--- src/rtl/mem_access_stage.sv ---
// mem_access_stage: MEM stage of the 5-stage pipeline.
// Converts EX/MEM load/store control into a req/ack data-memory transaction,
// formats load data for MEM/WB and stalls the front of the pipeline while an
// access is outstanding.
// Optional build macro: MEM_MISALIGN_TRAP_EN
//   Defined: misaligned half/word accesses are not issued, and misalign_err pulses.
//   Undefined: misalign_err does not exist, and the unused low address bits are ignored.
// Only DATA_W = 32 (four byte lanes) is supported.

module mem_access_stage #(
    parameter int ADDR_W = 32,
    parameter int DATA_W = 32
) (
    input  logic              clk,
    input  logic              rst_n,
    input  logic              enable_CPU,
    input  logic              mem_read_in,
    input  logic              mem_write_in,
    input  logic [1:0]        mem_size_in,
    input  logic              mem_unsigned_in,
    input  logic [ADDR_W-1:0] addr_in,
    input  logic [DATA_W-1:0] wdata_in,
    output logic              dmem_req,
    output logic              dmem_we,
    output logic [ADDR_W-1:0] dmem_addr,
    output logic [3:0]        dmem_be,
    output logic [DATA_W-1:0] dmem_wdata,
    input  logic              dmem_ack,
    input  logic [DATA_W-1:0] dmem_rdata,
    output logic [DATA_W-1:0] mem_rd_out,
    output logic              mem_stall
`ifdef MEM_MISALIGN_TRAP_EN
    ,
    output logic              misalign_err
`endif
);

    typedef enum logic [1:0] {
        IDLE = 2'b00,
        BUSY = 2'b01,
        DONE = 2'b10
    } state_t;

    state_t state, state_next;

    logic              access;
    logic              issue;
    logic              complete;
    logic [3:0]        be_calc;
    logic [DATA_W-1:0] wdata_calc;
    logic [DATA_W-1:0] load_fmt;

    // Access attributes captured at issue so the load formatting does not
    // depend on addr_in, which may change once the pipeline moves on.
    logic [1:0]        lane_q;
    logic [1:0]        size_q;
    logic              unsigned_q;

    assign access = mem_read_in | mem_write_in;

`ifdef MEM_MISALIGN_TRAP_EN
    logic misaligned;
    logic trap;
    assign misaligned = ((mem_size_in == 2'b01) & addr_in[0]) |
                        (mem_size_in[1] & (addr_in[1:0] != 2'b00));
`endif

    // Byte enables and lane-replicated store data for the current request
    always_comb begin
        be_calc    = 4'b1111;
        wdata_calc = wdata_in;
        case (mem_size_in)
            2'b00: begin
                be_calc    = 4'b0001 << addr_in[1:0];
                wdata_calc = {4{wdata_in[7:0]}};
            end
            2'b01: begin
                be_calc    = 4'b0011 << {addr_in[1], 1'b0};
                wdata_calc = {2{wdata_in[15:0]}};
            end
            default: begin
                be_calc    = 4'b1111;
                wdata_calc = wdata_in;
            end
        endcase
    end

    // Lane select and sign/zero extension of the raw read word
    always_comb begin
        logic [7:0]  byte_sel;
        logic [15:0] half_sel;
        byte_sel = dmem_rdata[7:0];
        case (lane_q)
            2'd0:    byte_sel = dmem_rdata[7:0];
            2'd1:    byte_sel = dmem_rdata[15:8];
            2'd2:    byte_sel = dmem_rdata[23:16];
            default: byte_sel = dmem_rdata[31:24];
        endcase
        half_sel = lane_q[1] ? dmem_rdata[31:16] : dmem_rdata[15:0];
        case (size_q)
            2'b00:   load_fmt = {{24{~unsigned_q & byte_sel[7]}}, byte_sel};
            2'b01:   load_fmt = {{16{~unsigned_q & half_sel[15]}}, half_sel};
            default: load_fmt = dmem_rdata;
        endcase
    end

    // Next state, issue/complete strobes and pipeline stall
    always_comb begin
        state_next = state;
        issue      = 1'b0;
        complete   = 1'b0;
`ifdef MEM_MISALIGN_TRAP_EN
        trap       = 1'b0;
`endif
        case (state)
            IDLE: begin
                if (enable_CPU && access) begin
`ifdef MEM_MISALIGN_TRAP_EN
                    if (misaligned) begin
                        trap       = 1'b1;
                        state_next = DONE;
                    end else begin
                        issue      = 1'b1;
                        state_next = BUSY;
                    end
`else
                    issue      = 1'b1;
                    state_next = BUSY;
`endif
                end
            end
            BUSY: begin
                if (dmem_ack) begin
                    complete   = 1'b1;
                    state_next = DONE;
                end
            end
            DONE: begin
                if (enable_CPU) begin
                    state_next = IDLE;
                end
            end
            default: state_next = IDLE;
        endcase
        mem_stall = ((state == IDLE) && enable_CPU && access) || (state == BUSY);
    end

    // State register; reset aborts any transaction in flight
    always_ff @(posedge clk or negedge rst_n) begin
        if (!rst_n) begin
            state <= IDLE;
        end else begin
            state <= state_next;
        end
    end

    // Bus request registers, held stable from issue until ack
    always_ff @(posedge clk or negedge rst_n) begin
        if (!rst_n) begin
            dmem_req   <= 1'b0;
            dmem_we    <= 1'b0;
            dmem_addr  <= '0;
            dmem_be    <= 4'b0000;
            dmem_wdata <= '0;
            lane_q     <= 2'b00;
            size_q     <= 2'b00;
            unsigned_q <= 1'b0;
        end else if (issue) begin
            dmem_req   <= 1'b1;
            dmem_we    <= mem_write_in;
            dmem_addr  <= {addr_in[ADDR_W-1:2], 2'b00};
            dmem_be    <= mem_write_in ? be_calc : 4'b1111;
            dmem_wdata <= wdata_calc;
            lane_q     <= addr_in[1:0];
            size_q     <= mem_size_in;
            unsigned_q <= mem_unsigned_in;
        end else if (complete) begin
            dmem_req   <= 1'b0;
        end
    end

    // Load result register; stores leave the last load value in place
    always_ff @(posedge clk or negedge rst_n) begin
        if (!rst_n) begin
            mem_rd_out <= '0;
        end else if (complete && !dmem_we) begin
            mem_rd_out <= load_fmt;
        end
    end

`ifdef MEM_MISALIGN_TRAP_EN
    // One-cycle error pulse for a rejected misaligned access
    always_ff @(posedge clk or negedge rst_n) begin
        if (!rst_n) begin
            misalign_err <= 1'b0;
        end else begin
            misalign_err <= trap;
        end
    end
`endif

endmodule

--- config.mk ---
export PLATFORM = sky130hd
export DESIGN_NAME = mem_access_stage
export DESIGN_NICKNAME = d
export VERILOG_FILES = /design/src/rtl/mem_access_stage.sv
export SDC_FILE = /design/constraint.sdc
export NUM_CORES = 1
export LEC_CHECK = 0
export BUFFER_PORTS_ARGS = -buffer_cell sky130_fd_sc_hd__buf_2
export CORE_ASPECT_RATIO = 0.9
export CORE_MARGIN = 2
export CORE_UTILIZATION = 52
export CTS_CLUSTER_DIAMETER = 150
export DETAILED_ROUTE_END_ITERATION = 8
export HOLD_SLACK_MARGIN = 0.05
export PLACE_DENSITY = 0.86
export RECOVER_POWER = 25
export SYNTH_ARGS = -nofsm -noshare
export SYNTH_HDL_FRONTEND = slang
export SYNTH_SLANG_ARGS = --single-unit
export TNS_END_PERCENT = 5
--- constraint.sdc ---
create_clock -name clk -period 4.2 [get_ports clk]
set_input_delay 0.21 -clock clk [delete_from_list [all_inputs] [get_ports clk]]
set_output_delay 0.21 -clock clk [all_outputs]
set_load 0.03 [all_outputs]
==> impl_results.md, run 1 <==
* Cell Pwr Density at 796.6 mW/mm2
* Synth async-reset ratio at 100.0%
* Vias at 4754
* Clock Tree Root: clkbuf_8
* Remaining DRCs at 0
* Worst setup path class: reg2reg
* GRT overflow at 0
* Die area at 0.01029 mm2
* Min-delay worst type: in2reg
* All-Layer GR Usage at 29.35%
* Finished Layout Cells at 872
* Top post-synthesis cells by area: dfrtp_1, nand2_1, mux2i_1
* Startpoint types: register
* Final WL at 14880 um
* Deepest clock path buffer count at 2
* Hold_ws at a little under 80 ps
* # rows at 33
* Reg-to-reg endpoint: mem_rd_out[10]
* Worst path arrival time at 2440 ps
* Antenna violations before repair at 0
* Starting Density at 53.86%
* Vias in the first global route at 4715
* Pwr Total at 0.005061 W
* Top FF cell, synth: dfrtp_1
* Internal at 0.002426 W
* Part of the power in registers at between 30% and 40%
* ANT nets after route at 0
* Post-DP HPWL at 10160 um
* Post-Syn Area at 0.004937 mm2
* PnR worst setup slack at 1989 ps
* R2R Setup Slk at 1990 ps
* Postcts setup bufs at 0
* CP Max Fanout at 33
* Seq/Total Area, Yosys at between 50% and 60%
* P&R area growth vs syn at 28.69%
* Flops & latches, synth at approximately 110
* Clk slew on worst S/H paths at 100 ps
* Clock power frac at 11.3%
* TNS Setup at 0 ps
* Syn Inst Count at 531
* R2R Path Start: size_q[1]
* CTS Buf Count at 9
* Die width at 106.7 um
* Fmax achieved at 452.2 MHz
* Synth Area per Inst at 9.298 um2
* DR WL/cell at about 17 um
* Sink Count at 107
* EDFF count, synth at 0
* Dominant cell by count in the synthesized netlist: nand2_1
* Leakage dissipation at ~3.1 nW
* RSZ-0062 raised after global routing: no
* Vias/cell at 5.452
* Crit. End Element: register
* H-tree Lvls at 3
* Pin count of the biggest net entering global routing at 70
* Max cap viols at 1
* Sw Share at 52.06%
* Worst r2r path cells at 4
* Dpl cells at 824
* Top-Level Pins at ~210
* Required time of the worst setup path at 4430 ps
* Pre-CTS setup slack at 2047 ps
* Final GP Congestion at 0.9035
* Tmin final at between 2000 and 2500 ps
* Post-synth top cells: nand2_1, dfrtp_1, a21oi_1
* Final Net Count at about 850
* Skew-Pair Late Insertion Delay at 370 ps
* Share of cells above drive strength 1 at 22.53%
* Critical Path Start: size_q[1]
* Post-synth top area share at between 50% and 60%
* ANT cells at 0
* Sw Pwr at 0.002635 W
* YS warnings at 0
* Final Skew at about 17 ps
* Pins Over Slew Limit at 70
* Initial DRC count at roughly 250
* Status: complete, but fails checks
* Failing checks: capacitance limit, slew limit
* Comb pwr share at between 50 and 60%
* CP Capture Point: mem_rd_out[10]
* Final Hold Vio Count at 0
* Global-route wire length before repair at between 20000 and 25000 um
* Die height at 96.44 um
* Final setup viols at 0
* I/O Buffers at a little over 200
* Fin crit share at between 50% and 60%
* Area leader, netlist: dfrtp_1
* Worst-margin pin slew at approximately 1700 ps
* CTS tree: yes
* Rel. slew slack at -12.43%
* Yosys cell types at 39
* 1st-pass router iterations at 5
* Core area at 0.009166 mm2
* Max IR drop VDD at 0.0005685 V
==> sequential cells by signal (all words and copies together), names as in the netlist, 2 cells and up <==
register    cells
lane_q          2
dmem_addr      30
mem_rd_out     32
state           2
dmem_wdata     32
size_q          2
dmem_be         4
==> logic make-up (layout without fill, tap and decap cells) <==
group | Yosys count | after routing | share of synthesized area, %
multiplexers | 33 | 33 | 6.842
AND/OR/NAND/NOR | 221 | 221 | 17.99
AO/OA/AOI/OAI | 129 | 129 | 16.52
buffers and inverters | 40 | 258 | 4.334
flip-flops | 107 | 107 | 54.23
other | 1 | 2 | 0.07595
==> worst max-delay path, stage by stage, from the launching register on <==
cell and delay [ps]:
dfrtp_1 1090, nor2b_2 340, a22o_1 300, a221oi_1 250
a21oi_1 110
==> layout by cell type, fill, tap and decap left out, types with 2 or more instances in the layout <==
cell type	instances
inv_1	2
buf_2	132
o21a_1	2
mux2i_1	27
inv_6	2
o21ai_0	32
conb_1	2
dlygate4sd3_1	33
o21ai_1	6
mux2_2	6
a221oi_1	4
nand3b_1	2
clkinvlp_4	2
a22o_1	7
o221ai_1	7
nand2_1	166
a311oi_1	6
a21oi_1	53
clkbuf_1	73
nand2b_1	4
dfrtp_1	107
clkbuf_8	9
nor2b_1	3
a221oi_2	4
nor2_1	37
buf_4	3
==> metrics by stage <==
step / instance area [um2] / util (%)
finish: 6354 / 69.31
global route: 6354 / 69.31
CTS: 6446 / 70.32
detailed placement: 5951 / 64.92
global placement: 5951 / 64.92
floorplan: 4941 / -
==> timing repair <==
action,4_1_cts,5_1_grt
endpoints found under the hold margin,100,0
resized for setup,0,0
hold buffers,33,0
==> area by class of cell <==
| cell class | instances | area, um2 |
|---|---|---|
| clock buffers | 10 | 127.6 |
| clock inverters | 5 | 37.54 |
| fillers | 757 | 2813 |
| inverters | 2 | 7.507 |
| multi-input cells | 385 | 2062 |
| flip-flops and latches | 107 | 2678 |
| well taps | 122 | 152.6 |
| repair buffers | 241 | 1289 |
==> worst min-delay path by stage <==
| stage | startpoint | end | slack [ps] | depth (start not counted) |
|---|---|---|---|---|
| 6_report | wdata_in[4] | dmem_wdata[4] | 80 | 3 |
| 5_1_grt | addr_in[0] | lane_q[0] | 80 | 3 |
| 4_1_cts | wdata_in[4] | dmem_wdata[4] | 70 | 3 |
| 3_5_place_dp | rst_n | mem_rd_out[27] | 390 | 1 |
| 3_3_place_gp | rst_n | dmem_wdata[27] | 370 | 1 |
| 2_1_floorplan | rst_n | dmem_addr[10] | -90 | 0 |
==> routing by layer <==
metal	up-vias	share of wire [%]	track usage, %
met3	21	9.1	8.451
met5	-	0	0
met1	2269	40	36.69
met2	240	49	51.01
met4	0	1.6	7.143
li1	2224	-	-
==> power by group through the flow <==
stage	clock, W	combinational, W	sequential [W]
6_report	0.000569	0.00255	0.00194
5_1_grt	0.000620	0.00275	0.00200
4_1_cts	0.000578	0.00265	0.00192
3_5_place_dp	0	0.00263	0.00193
3_3_place_gp	0	0.00255	0.00190
2_1_floorplan	0	0.000968	0.00277
Power figures use the tool's default switching activity.
==> run 2, diff against run 1 <==
- CORE_UTILIZATION: 52 -> 48
- PLACE_DENSITY: 0.86 -> 0.8
- clock period: 4.2 -> 2.3 ns (I/O delays scaled with it)
==> impl_results.md, run 2 (same netlist as run 1, synthesis figures left out) <==
* Status: complete, no violations (was complete, but fails checks)
* R2R Setup Slk at 350 ps (was 1990 ps)
* R2R Path Start: state[1] (was size_q[1])
* Vias/cell at 5.408 (was 5.452)
* GRT overflow at 0 (unchanged)
* H-tree Lvls at 3 (unchanged)
* Post-DP HPWL at 10430 um (was 10160 um)
* Hold path start: wdata_in[25] (was wdata_in[4])
* Initial DRC count at 287 (was 254)
* RSZ-0062 raised after global routing: no (unchanged)
* Vias at 4862 (was 4754)
* Share of cells above drive strength 1 at 28.18% (was 22.53%)
* Leakage dissipation at 3.421 nW (was 3.125 nW)
* Core area at 0.01012 mm2 (was 0.009166 mm2)
* Design Area, Final at 0.006794 mm2 (was 0.006354 mm2)
* Worst setup path class: in2out (was reg2reg)
* Antenna violations before repair at 0 (unchanged)
* ANT cells at 0 (unchanged)
* Global-route wire length before repair at 24800 um (was 23350 um)
* Fin crit share at 84.86%
* Finished Core Util at 67.16% (was 69.31%)
* CTS Buf Count at 9 (unchanged)
* Worst-margin pin slew at 1166 ps (was 1686 ps)
* Crit. End Element: primary output (was register)
* Fillers at 805 (was 757)
* Most frequent CP cell: buf_2
* Clk slew on worst S/H paths at 80 ps (was 100 ps)
* P&R area growth vs syn at 37.61% (was 28.69%)
* Largest regs: dmem_wdata x32, mem_rd_out x32, dmem_addr x30 (unchanged)
* Sink Count at 107 (unchanged)
* Die area at 0.01111 mm2 (was 0.01029 mm2)
* Min-delay worst type: in2reg (unchanged)
* Pins Over Slew Limit at 0 (was 70)
* Most frequent cells in the layout: buf_2, nand2_1, dfrtp_1 (was nand2_1, buf_2, dfrtp_1)
* Cell family contributing the most delay on the critical path: buffers and inverters (was flip-flops)
* Final Hold Vio Count at 0 (unchanged)
* TNS Setup at 0 ps (unchanged)
* Final GP Congestion at 0.9522 (was 0.9035)
* Max IR drop VDD at 0.0009044 V (was 0.0005685 V)
* 1st-pass router iterations at 5 (unchanged)
* Worst hold path depth at 3 (unchanged)
* # rows at 35 (was 33)
* Most common cell after layout, fill and taps aside: buf_2 (was nand2_1)
* Die width at 110.9 um (was 106.7 um)
* Reg-to-reg endpoint: mem_rd_out[13] (was mem_rd_out[10])
* Worst r2r path cells at 5 (was 4)
* Rel. slew slack at 22.26% (was -12.43%)
* Crit-path max cell delay at 700 ps (was 1090 ps)
* Clock Tree Root: clkbuf_16 (was clkbuf_8)
* Worst hold path endpoint: dmem_wdata[25] (was dmem_wdata[4])
* Remaining DRCs at 0 (unchanged)
* Final Skew at 7.971 ps (was 17.08 ps)
* Required time of the worst setup path at 2180 ps (was 4430 ps)
* Worst path arrival time at 1840 ps (was 2440 ps)
* Fmax achieved at 512.4 MHz
* CP Max Fanout at 33 (unchanged)
* DP Area at 0.006045 mm2 (was 0.005951 mm2)
* Tmin final at 1952 ps
* Max cap viols at 0 (was 1)
* All-Layer GR Usage at 27.79% (was 29.35%)
* CP max stage cell: o21ai_4 (was dfrtp_1)
* CP Buf/Inv Count at 3 (was 0)
* Deepest clock path buffer count at 2 (unchanged)
* Pin count of the biggest net entering global routing at 64 (was 70)
* I/O Buffers at 205 (unchanged)
* Skew-Pair Late Insertion Delay at 340 ps (was 370 ps)
* CTS tree: yes (unchanged)
* Final setup viols at 0 (unchanged)
* Vias in the first global route at 4821 (was 4715)
* Cell Pwr Density at 1492 mW/mm2 (was 796.6 mW/mm2)
* Die height at 100.2 um (was 96.44 um)
* Final WL at 15320 um (was 14880 um)
* ANT nets after route at 0 (unchanged)
* Crit-path cells: dlygate4sd3_1 -> buf_2 -> o21ai_4 -> nand2_1 -> buf_2 (was nor2b_2 -> a22o_1 -> a221oi_1 -> a21oi_1)
* DR WL/cell at 17.04 um (was 17.06 um)
* Startpoint types: input pin (was register)
* Top-Level Pins at 208 (unchanged)
* Postcts setup bufs at 0 (unchanged)
* Final Net Count at 870 (was 851)
* Starting Density at 48.81% (was 53.86%)
* Critical Path Start: mem_write_in (was size_q[1])
[run 2: worst max path at each step]
stage                     endpoint  slack (ps)  cells after the start
finish                   mem_stall         350                      5
detailed placement  mem_rd_out[22]         430                      5
global route             mem_stall         200                      5
floorplan            mem_rd_out[6]         850                      6
global placement    mem_rd_out[13]         500                      5
CTS                      mem_stall         330                      5
[run 2: worst min-delay path, cell delays in order]
cell and delay, ps:
buf_2 70, a21oi_1 50, o21ai_0 130
[run 2: metrics by stage]
| step | std cells | hold WS, ps | total power, W | setup slack [ps] |
|---|---|---|---|---|
| after floorplan | 532 | -180.6 | 0.006833 | 849.2 |
| after global placement | 837 | 146.0 | 0.008238 | 495.5 |
| after detailed placement | 837 | 161.3 | 0.008387 | 426.2 |
| after CTS | 899 | 54.40 | 0.01017 | 331.6 |
| after global routing | 899 | 67.78 | 0.01073 | 196.3 |
| final | 899 | 59.90 | 0.01013 | 348.3 |
[run 2: final cells by class]
cell class	instances	area, um2	share of cell area (%)
multi-input combinational	385	2064	30.39
inverter	2	7.507	0.1105
clock buffer	9	225.2	3.315
sequential	107	2678	39.41
timing repair buffer	260	1550	22.82
tap	129	161.4	2.376
clock inverter	7	107.6	1.584
[run 2: report_power, final]
part | internal [W] | leakage (nW) | switching, W
Sequential | 0.00281 | 1.29 | 0.000635
Clock | 0.000977 | 0.160 | 0.000737
Combinational | 0.00141 | 1.97 | 0.00357
Total | 0.00519 | 3.42 | 0.00494
[run 2: per-layer routing]
| metal | GRT usage, % | vias up | share of wire [%] |
|---|---|---|---|
| met4 | 8.077 | 0 | 1.8 |
| met3 | 7.609 | 24 | 10 |
| met2 | 46.25 | 254 | 48 |
| met1 | 36.14 | 2316 | 41 |
| li1 | - | 2268 | - |
| met5 | 0 | - | 0 |
[run 2: repair_timing]
item | in CTS | in global routing
resized for setup | 0 | 0
endpoints found under the hold margin | 89 | 0
hold buffers | 46 | 0
